[config.mk]
export PLATFORM = sky130hd
export DESIGN_NAME = lynx_tape_player
export DESIGN_NICKNAME = d
export VERILOG_FILES = /design/src/rtl/lynx_tape_pkg.sv /design/src/rtl/lynx_tape_bitgen.sv /design/src/rtl/lynx_tape_player.sv
export SDC_FILE = /design/constraint.sdc
export NUM_CORES = 1
export LEC_CHECK = 0
export ABC_AREA = 1
export CELL_PAD_IN_SITES_DETAIL_PLACEMENT = 2
export CELL_PAD_IN_SITES_GLOBAL_PLACEMENT = 2
export CORE_MARGIN = 4
export CORE_UTILIZATION = 36
export CTS_CLUSTER_SIZE = 12
export DETAILED_ROUTE_END_ITERATION = 6
export GPL_TIMING_DRIVEN = 0
export PLACE_DENSITY = 0.95
export SLEW_MARGIN = 20
export SYNTH_ARGS = -nofsm -noshare
export SYNTH_HDL_FRONTEND = slang
export SYNTH_HIERARCHICAL = 1
export SYNTH_SLANG_ARGS = --single-unit
[constraint.sdc]
create_clock -name clock24 -period 6 [get_ports clock24]
set_input_delay 0.9 -clock clock24 [delete_from_list [all_inputs] [get_ports clock24]]
set_output_delay 0.9 -clock clock24 [all_outputs]
set_load 0.02 [all_outputs]
[src/rtl/lynx_tape_pkg.sv]
//==============================================================================
// Module   : lynx_tape_pkg
// Brief    : State encoding and default 24 MHz timing for the Lynx tape player.
// Revision : 1.0 - initial release
//==============================================================================
`default_nettype none

package lynx_tape_pkg;

    typedef logic [2:0] state_t;

    localparam state_t st_idle   = 3'd0;
    localparam state_t st_leader = 3'd1;
    localparam state_t st_fetch  = 3'd2;
    localparam state_t st_bits   = 3'd3;
    localparam state_t st_tail   = 3'd4;

    localparam int HALF0_24M       = 5000;
    localparam int HALF1_24M       = 10000;
    localparam int LEADER_BITS_DEF = 768;

endpackage

`default_nettype wire

[src/rtl/lynx_tape_bitgen.sv]
//==============================================================================
// Module   : lynx_tape_bitgen
// Brief    : One square cycle per bit: high for H clocks, then low for H clocks.
// Revision : 1.0 - initial release
//==============================================================================
`default_nettype none

module lynx_tape_bitgen #(
    parameter int HALF0 = 5000,
    parameter int HALF1 = 10000,
    parameter int CW    = 18
) (
    input  logic clock24,
    input  logic reset,
    input  logic clear,
    input  logic start,
    input  logic bitVal,
    output logic level,
    output logic bitDone
);

    localparam logic [CW-1:0] c_LOAD0 = CW'(HALF0 - 1);
    localparam logic [CW-1:0] c_LOAD1 = CW'(HALF1 - 1);

    logic          r_active;
    logic          r_low;
    logic          r_bit;
    logic [CW-1:0] r_cnt;

    // A start arriving in the final clock restarts immediately, so bits abut.
    always_ff @(posedge clock24) begin
        if (reset || clear) begin
            r_active <= 1'b0;
            r_low    <= 1'b0;
            r_bit    <= 1'b0;
            r_cnt    <= '0;
        end else if (start) begin
            r_active <= 1'b1;
            r_low    <= 1'b0;
            r_bit    <= bitVal;
            r_cnt    <= bitVal ? c_LOAD1 : c_LOAD0;
        end else if (r_active) begin
            if (r_cnt == '0) begin
                if (r_low) begin
                    r_active <= 1'b0;
                    r_low    <= 1'b0;
                end else begin
                    r_low <= 1'b1;
                    r_cnt <= r_bit ? c_LOAD1 : c_LOAD0;
                end
            end else begin
                r_cnt <= r_cnt - 1'b1;
            end
        end
    end

    assign level   = r_active && !r_low;
    assign bitDone = r_active && r_low && (r_cnt == '0);

endmodule

`default_nettype wire

[src/rtl/lynx_tape_player.sv]
//==============================================================================
// Module   : lynx_tape_player
// Brief    : Serialises buffered cassette bytes into Lynx pulse-width audio.
// Revision : 1.0 - initial release
//==============================================================================
`default_nettype none

module lynx_tape_player
    import lynx_tape_pkg::*;
#(
    parameter int HALF0       = HALF0_24M,
    parameter int HALF1       = HALF1_24M,
    parameter int LEADER_BITS = LEADER_BITS_DEF,
    parameter int TAIL_CLKS   = 240000,
    parameter int CW          = 18
) (
    input  logic       clock24,
    input  logic       reset,
    input  logic       play,
    input  logic       stop,
    input  logic [7:0] byteData,
    input  logic       byteValid,
    input  logic       byteLast,
    output logic       byteReady,
    output logic       tapeOut,
    output logic       busy,
    output logic       done,
    output logic       underrun
);

    localparam int c_LW = $clog2(LEADER_BITS + 1);

    state_t          r_state;
    logic [7:0]      r_byte;
    logic            r_last;
    logic [2:0]      r_bitIdx;
    logic [c_LW-1:0] r_leadCnt;
    logic [CW-1:0]   r_tailCnt;
    logic            r_done;
    logic            r_underrun;

    logic w_level;
    logic w_bitDone;
    logic w_start;
    logic w_startBit;
    logic w_clear;

    assign w_clear = stop && (r_state != st_idle);

    // Next bit is launched in the final clock of the current one.
    always_comb begin
        w_start    = 1'b0;
        w_startBit = 1'b0;
        if (!stop) begin
            case (r_state)
                st_idle:   w_start = play;
                st_leader: w_start = w_bitDone && (r_leadCnt != c_LW'(1));
                st_fetch: begin
                    w_start    = byteValid;
                    w_startBit = byteData[7];
                end
                st_bits: begin
                    w_start    = w_bitDone && (r_bitIdx != 3'd0);
                    w_startBit = r_byte[r_bitIdx - 3'd1];
                end
                default: ;
            endcase
        end
    end

    always_ff @(posedge clock24) begin
        if (reset) begin
            r_state    <= st_idle;
            r_byte     <= '0;
            r_last     <= 1'b0;
            r_bitIdx   <= '0;
            r_leadCnt  <= '0;
            r_tailCnt  <= '0;
            r_done     <= 1'b0;
            r_underrun <= 1'b0;
        end else begin
            r_done <= 1'b0;
            if (w_clear) begin
                r_state <= st_idle;
            end else begin
                case (r_state)
                    st_idle: begin
                        if (play && !stop) begin
                            r_state    <= st_leader;
                            r_leadCnt  <= c_LW'(LEADER_BITS);
                            r_underrun <= 1'b0;
                        end
                    end
                    st_leader: begin
                        if (w_bitDone) begin
                            r_leadCnt <= r_leadCnt - 1'b1;
                            if (r_leadCnt == c_LW'(1)) r_state <= st_fetch;
                        end
                    end
                    st_fetch: begin
                        if (byteValid) begin
                            r_byte   <= byteData;
                            r_last   <= byteLast;
                            r_bitIdx <= 3'd7;
                            r_state  <= st_bits;
                        end else begin
                            r_underrun <= 1'b1;
                        end
                    end
                    st_bits: begin
                        if (w_bitDone) begin
                            if (r_bitIdx == 3'd0) begin
                                r_state   <= r_last ? st_tail : st_fetch;
                                r_tailCnt <= CW'(TAIL_CLKS - 1);
                            end else begin
                                r_bitIdx <= r_bitIdx - 3'd1;
                            end
                        end
                    end
                    st_tail: begin
                        if (r_tailCnt == '0) begin
                            r_state <= st_idle;
                            r_done  <= 1'b1;
                        end else begin
                            r_tailCnt <= r_tailCnt - 1'b1;
                        end
                    end
                    default: r_state <= st_idle;
                endcase
            end
        end
    end

    lynx_tape_bitgen #(
        .HALF0 (HALF0),
        .HALF1 (HALF1),
        .CW    (CW)
    ) u_bitgen (
        .clock24 (clock24),
        .reset   (reset),
        .clear   (w_clear),
        .start   (w_start),
        .bitVal  (w_startBit),
        .level   (w_level),
        .bitDone (w_bitDone)
    );

    assign tapeOut   = w_level;
    assign busy      = (r_state != st_idle);
    assign byteReady = (r_state == st_fetch);
    assign done      = r_done;
    assign underrun  = r_underrun;

endmodule

`default_nettype wire
==> metrics.md <==
| Metric | Value |
|---|---|
| Unique masters post-synth | 37 |
| Non-Filler Instances | 804 |
| # IOs | 19 |
| Final total power | 2.59 mW |
| Dominant cell type by area after synthesis | dfxtp_1 |
| 1st-iter DRT viols | 183 |
| WL final | 16900 µm |
| Largest family of logic cells by synthesized area | simple AND/OR/NAND/NOR gates |
| Cell internal pwr | 1.24 mW |
| Clk pin slew, worst setup/hold paths | 0.08 ns |
| Hold_sp | r_byte[4] |
| R2R depth | 18 |
| Synthesized cell area | 4040 µm² |
| List of most frequent post-synthesis cells | 168 x nand2_1, 105 x nor2_1, 66 x dfxtp_1 |
| Die area | 13000 µm² |
| Power Density | 561 nW/µm² |
| Post-Synth Adder-Cell Area | 0.0186 |
| Worst Hold Endpoint | r_byte[4] |
| TritonCTS clock tree | done |
| DRC viols | 0 |
| Post-route ant nets | 0 |
| Core ar. | 10900 µm² |
| Setup_tns | 0 ns |
| Crit end category | flop |
| Root Buffer | clkbuf_8 |
| CTS Buf Count | 9 |
| Syn. warnings | 6 |
| GRT Overall Usage | 0.276 |
| Multi-input logic area | 2350 µm² |
| Register area share after synthesis | 0.327 |
| Area grow syn2layout | 14.4% |
| Status | completed |
| Seq cells post-synth | 66 |
| Combinational group share of total power | 0.579 |
| Vias in the first global route | 5194 |
| Die H | 114 µm |
| XOR/XNOR share of the synthesized area | 0.0217 |
| Drt wl/cell | 21.1 µm |
| R2r setup slk | 1.95 ns |
| Hold_ws | 0.476 ns |
| First-pass GRT wire length | 28100 µm |
| Post-CTS setup buffers | 0 |
| Synth Area in Compound Gates | 0.118 |
| Multiplexer share of the synthesized area | 0.00248 |
| Mean Syn Cell Area | 6.41 µm² |
| Mapped Nets | 650 |
| Final worst-path cycle share | 0.675 |
| IR drop worst, VDD | 389 µV |
| ANT cells | 0 |
| Final Critical Period | 4.05 ns |
| RSZ-0062 raised after global routing | false |
| Routability cong. | 0.829 |
| Largest net degree at the start of global routing | 13 |
| Antenna violations before repair | 0 |
| Top-count cell post-synth | nand2_1 |
| Final hold vios | 0 |
| Worst setup SP type | flop |
| Initial core utilization | 0.371 |
| Register Area | 1320 µm² |
| Die X | 114 µm |
| Top cell type's share of synthesized area | 0.327 |
| Clk buf depth | 2 |
| Worst Setup Path Type | reg -> reg |
| Clk_skew | 0.0200 ns |
| Port Buffers | 18 |
| Peak Freq | 247 MHz |
| Main synth FF type | dfxtp_1 |
| Share of layout cells above drive strength 1 | 0.101 |
| Via/cell ratio | 5.51 |
| Switch Pwr | 1.35 mW |
| DPL Wire Length | 11500 µm |
| Resized cells post-CTS | 0 |
| Worst-margin pin slew | 0.691 ns |
| Final layout net count | 679 |
| Hold path depth | 2 |
| Final global-route overflow total | 0 |
| Hold-fix buffers, CTS | 0 |
| Worst r2r src | u_bitgen/r_cnt[0] |
| CP max FO | 10 |
| MaxCap Viol Count | 0 |
| Data arrival, critical path | 4.31 ns |
| DR vias | 4434 |
| Slew Viols, Final | 0 |
| Worst hold path type | reg -> reg |
| Clock sink count | 66 |
| Clk pwr share | 0.176 |
| FILL cells | 1295 |
| H-tree Lvls | 3 |
| Worst Path Required | 6.26 ns |
| # setup viols final | 0 |
| FF-to-FF End | u_bitgen/r_cnt[9] |
| Post-synth EDFFs | 0 |
| Max transition margin | 0.539 |
| Placed insts | 788 |
| Mapped Cells | 630 |
| Detailed Routing Iterations Pass 1 | 5 |
| Asr flop ratio synth | 0 |
| Sw frac | 0.522 |
| Clock Latency Late Sink | 0.39 ns |
| Share of power burned in registers | 0.245 |
| LEAKAGE | 2.01 nW |
| Simple-Gate Fraction of Synth Area | 0.421 |
| Top cells by area, synth | dfxtp_1 33%, nand2_1 16%, nor2_1 9.8%, inv_1 6.0%, a21oi_1 5.3% |
| Row count | 38 |
==> metrics by stage <==
stage          area [µm²]  setup WS (ns)   util
6_report             4620           1.95  0.424
5_1_grt              4620           1.66  0.424
4_1_cts              4620           2.06  0.424
3_5_place_dp         4390           2.21  0.403
3_3_place_gp         4390           2.41  0.403
2_1_floorplan        4040           3.20      -
==> placed cells by master (no fill, tap or decap), types with 7 or more instances in the layout <==
cell	instances
inv_1	65
clkdlybuf4s50_1	18
clkbuf_8	10
nand3_1	40
nor2_1	105
inv_2	7
nand2_1	168
nand3b_1	7
nand2_2	7
o21ai_0	26
nand4_1	11
nor3_1	9
dfxtp_1	66
a21oi_1	43
==> layer usage <==
layer / vias to the layer above / part of all wire / global-route usage
met5: - / 0 / 0
met4: 0 / 0.037 / 0.124
met3: 52 / 0.029 / 0.0467
met2: 90 / 0.53 / 0.514
met1: 2222 / 0.41 / 0.307
li1: 2070 / - / -
==> logic make-up after synthesis <==
family / after synthesis
adder cells (fa/ha/maj): 6
flip-flops: 66
buffers and inverters: 87
XOR/XNOR: 10
multiplexers: 1
AND/OR/NAND/NOR: 373
AO/OA/AOI/OAI: 87
==> layout make-up <==
| class | count | share of cell area |
|---|---|---|
| multi-input combinational | 477 | 0.508 |
| sequential | 66 | 0.286 |
| inverter | 72 | 0.0585 |
| timing repair buffer | 18 | 0.0390 |
| tap | 140 | 0.0379 |
| clock buffer | 10 | 0.0298 |
| buffer | 15 | 0.0217 |
| clock inverter | 6 | 0.0195 |
==> power groups by stage <==
stage	combinational, mW	sequential, mW	clock, mW
floorplan	1.03	0.605	0
global placement	1.26	0.624	0
detailed placement	1.40	0.636	0
CTS	1.49	0.633	0.460
global route	1.65	0.649	0.480
finish	1.50	0.635	0.457
==> sequential cells by signal (all words and copies together), names as in the netlist <==
register	count
r_state	3
underrun	1
u_bitgen/r_active	1
r_leadCnt	10
done	1
r_last	1
r_tailCnt	18
u_bitgen/r_low	1
r_bitIdx	3
r_byte	8
u_bitgen/r_cnt	18
u_bitgen/r_bit	1
==> how the worst max path moves through the flow <==
| stage | to | start | depth (start not counted) | slack (ns) |
|---|---|---|---|---|
| after CTS | u_bitgen/r_cnt[9] | u_bitgen/r_cnt[0] | 18 | 2.06 |
| final | u_bitgen/r_cnt[9] | u_bitgen/r_cnt[0] | 18 | 1.95 |
| after global placement | u_bitgen/r_cnt[5] | u_bitgen/r_cnt[0] | 16 | 2.41 |
| after global routing | u_bitgen/r_cnt[9] | u_bitgen/r_cnt[0] | 18 | 1.66 |
| after floorplan | u_bitgen/r_cnt[5] | u_bitgen/r_cnt[0] | 16 | 3.20 |
| after detailed placement | u_bitgen/r_cnt[5] | u_bitgen/r_cnt[0] | 16 | 2.21 |
==> critical path: stages, from the launching register on <==
cell	delay [ns]
dfxtp_1	0.33
inv_1	0.12
ha_1	0.30
nand2_4	0.12
nor2_8	0.20
nand4_2	0.23
nor3_1	0.31
inv_1	0.15
a211oi_1	0.24
o21ai_0	0.13
a31oi_1	0.43
inv_1	0.34
nand2_1	0.29
nand2_4	0.15
inv_2	0.11
buf_6	0.15
nand2_1	0.09
nand3_1	0.13
nand2_1	0.09
No activity file was read; power rests on OpenSTA's default activity.
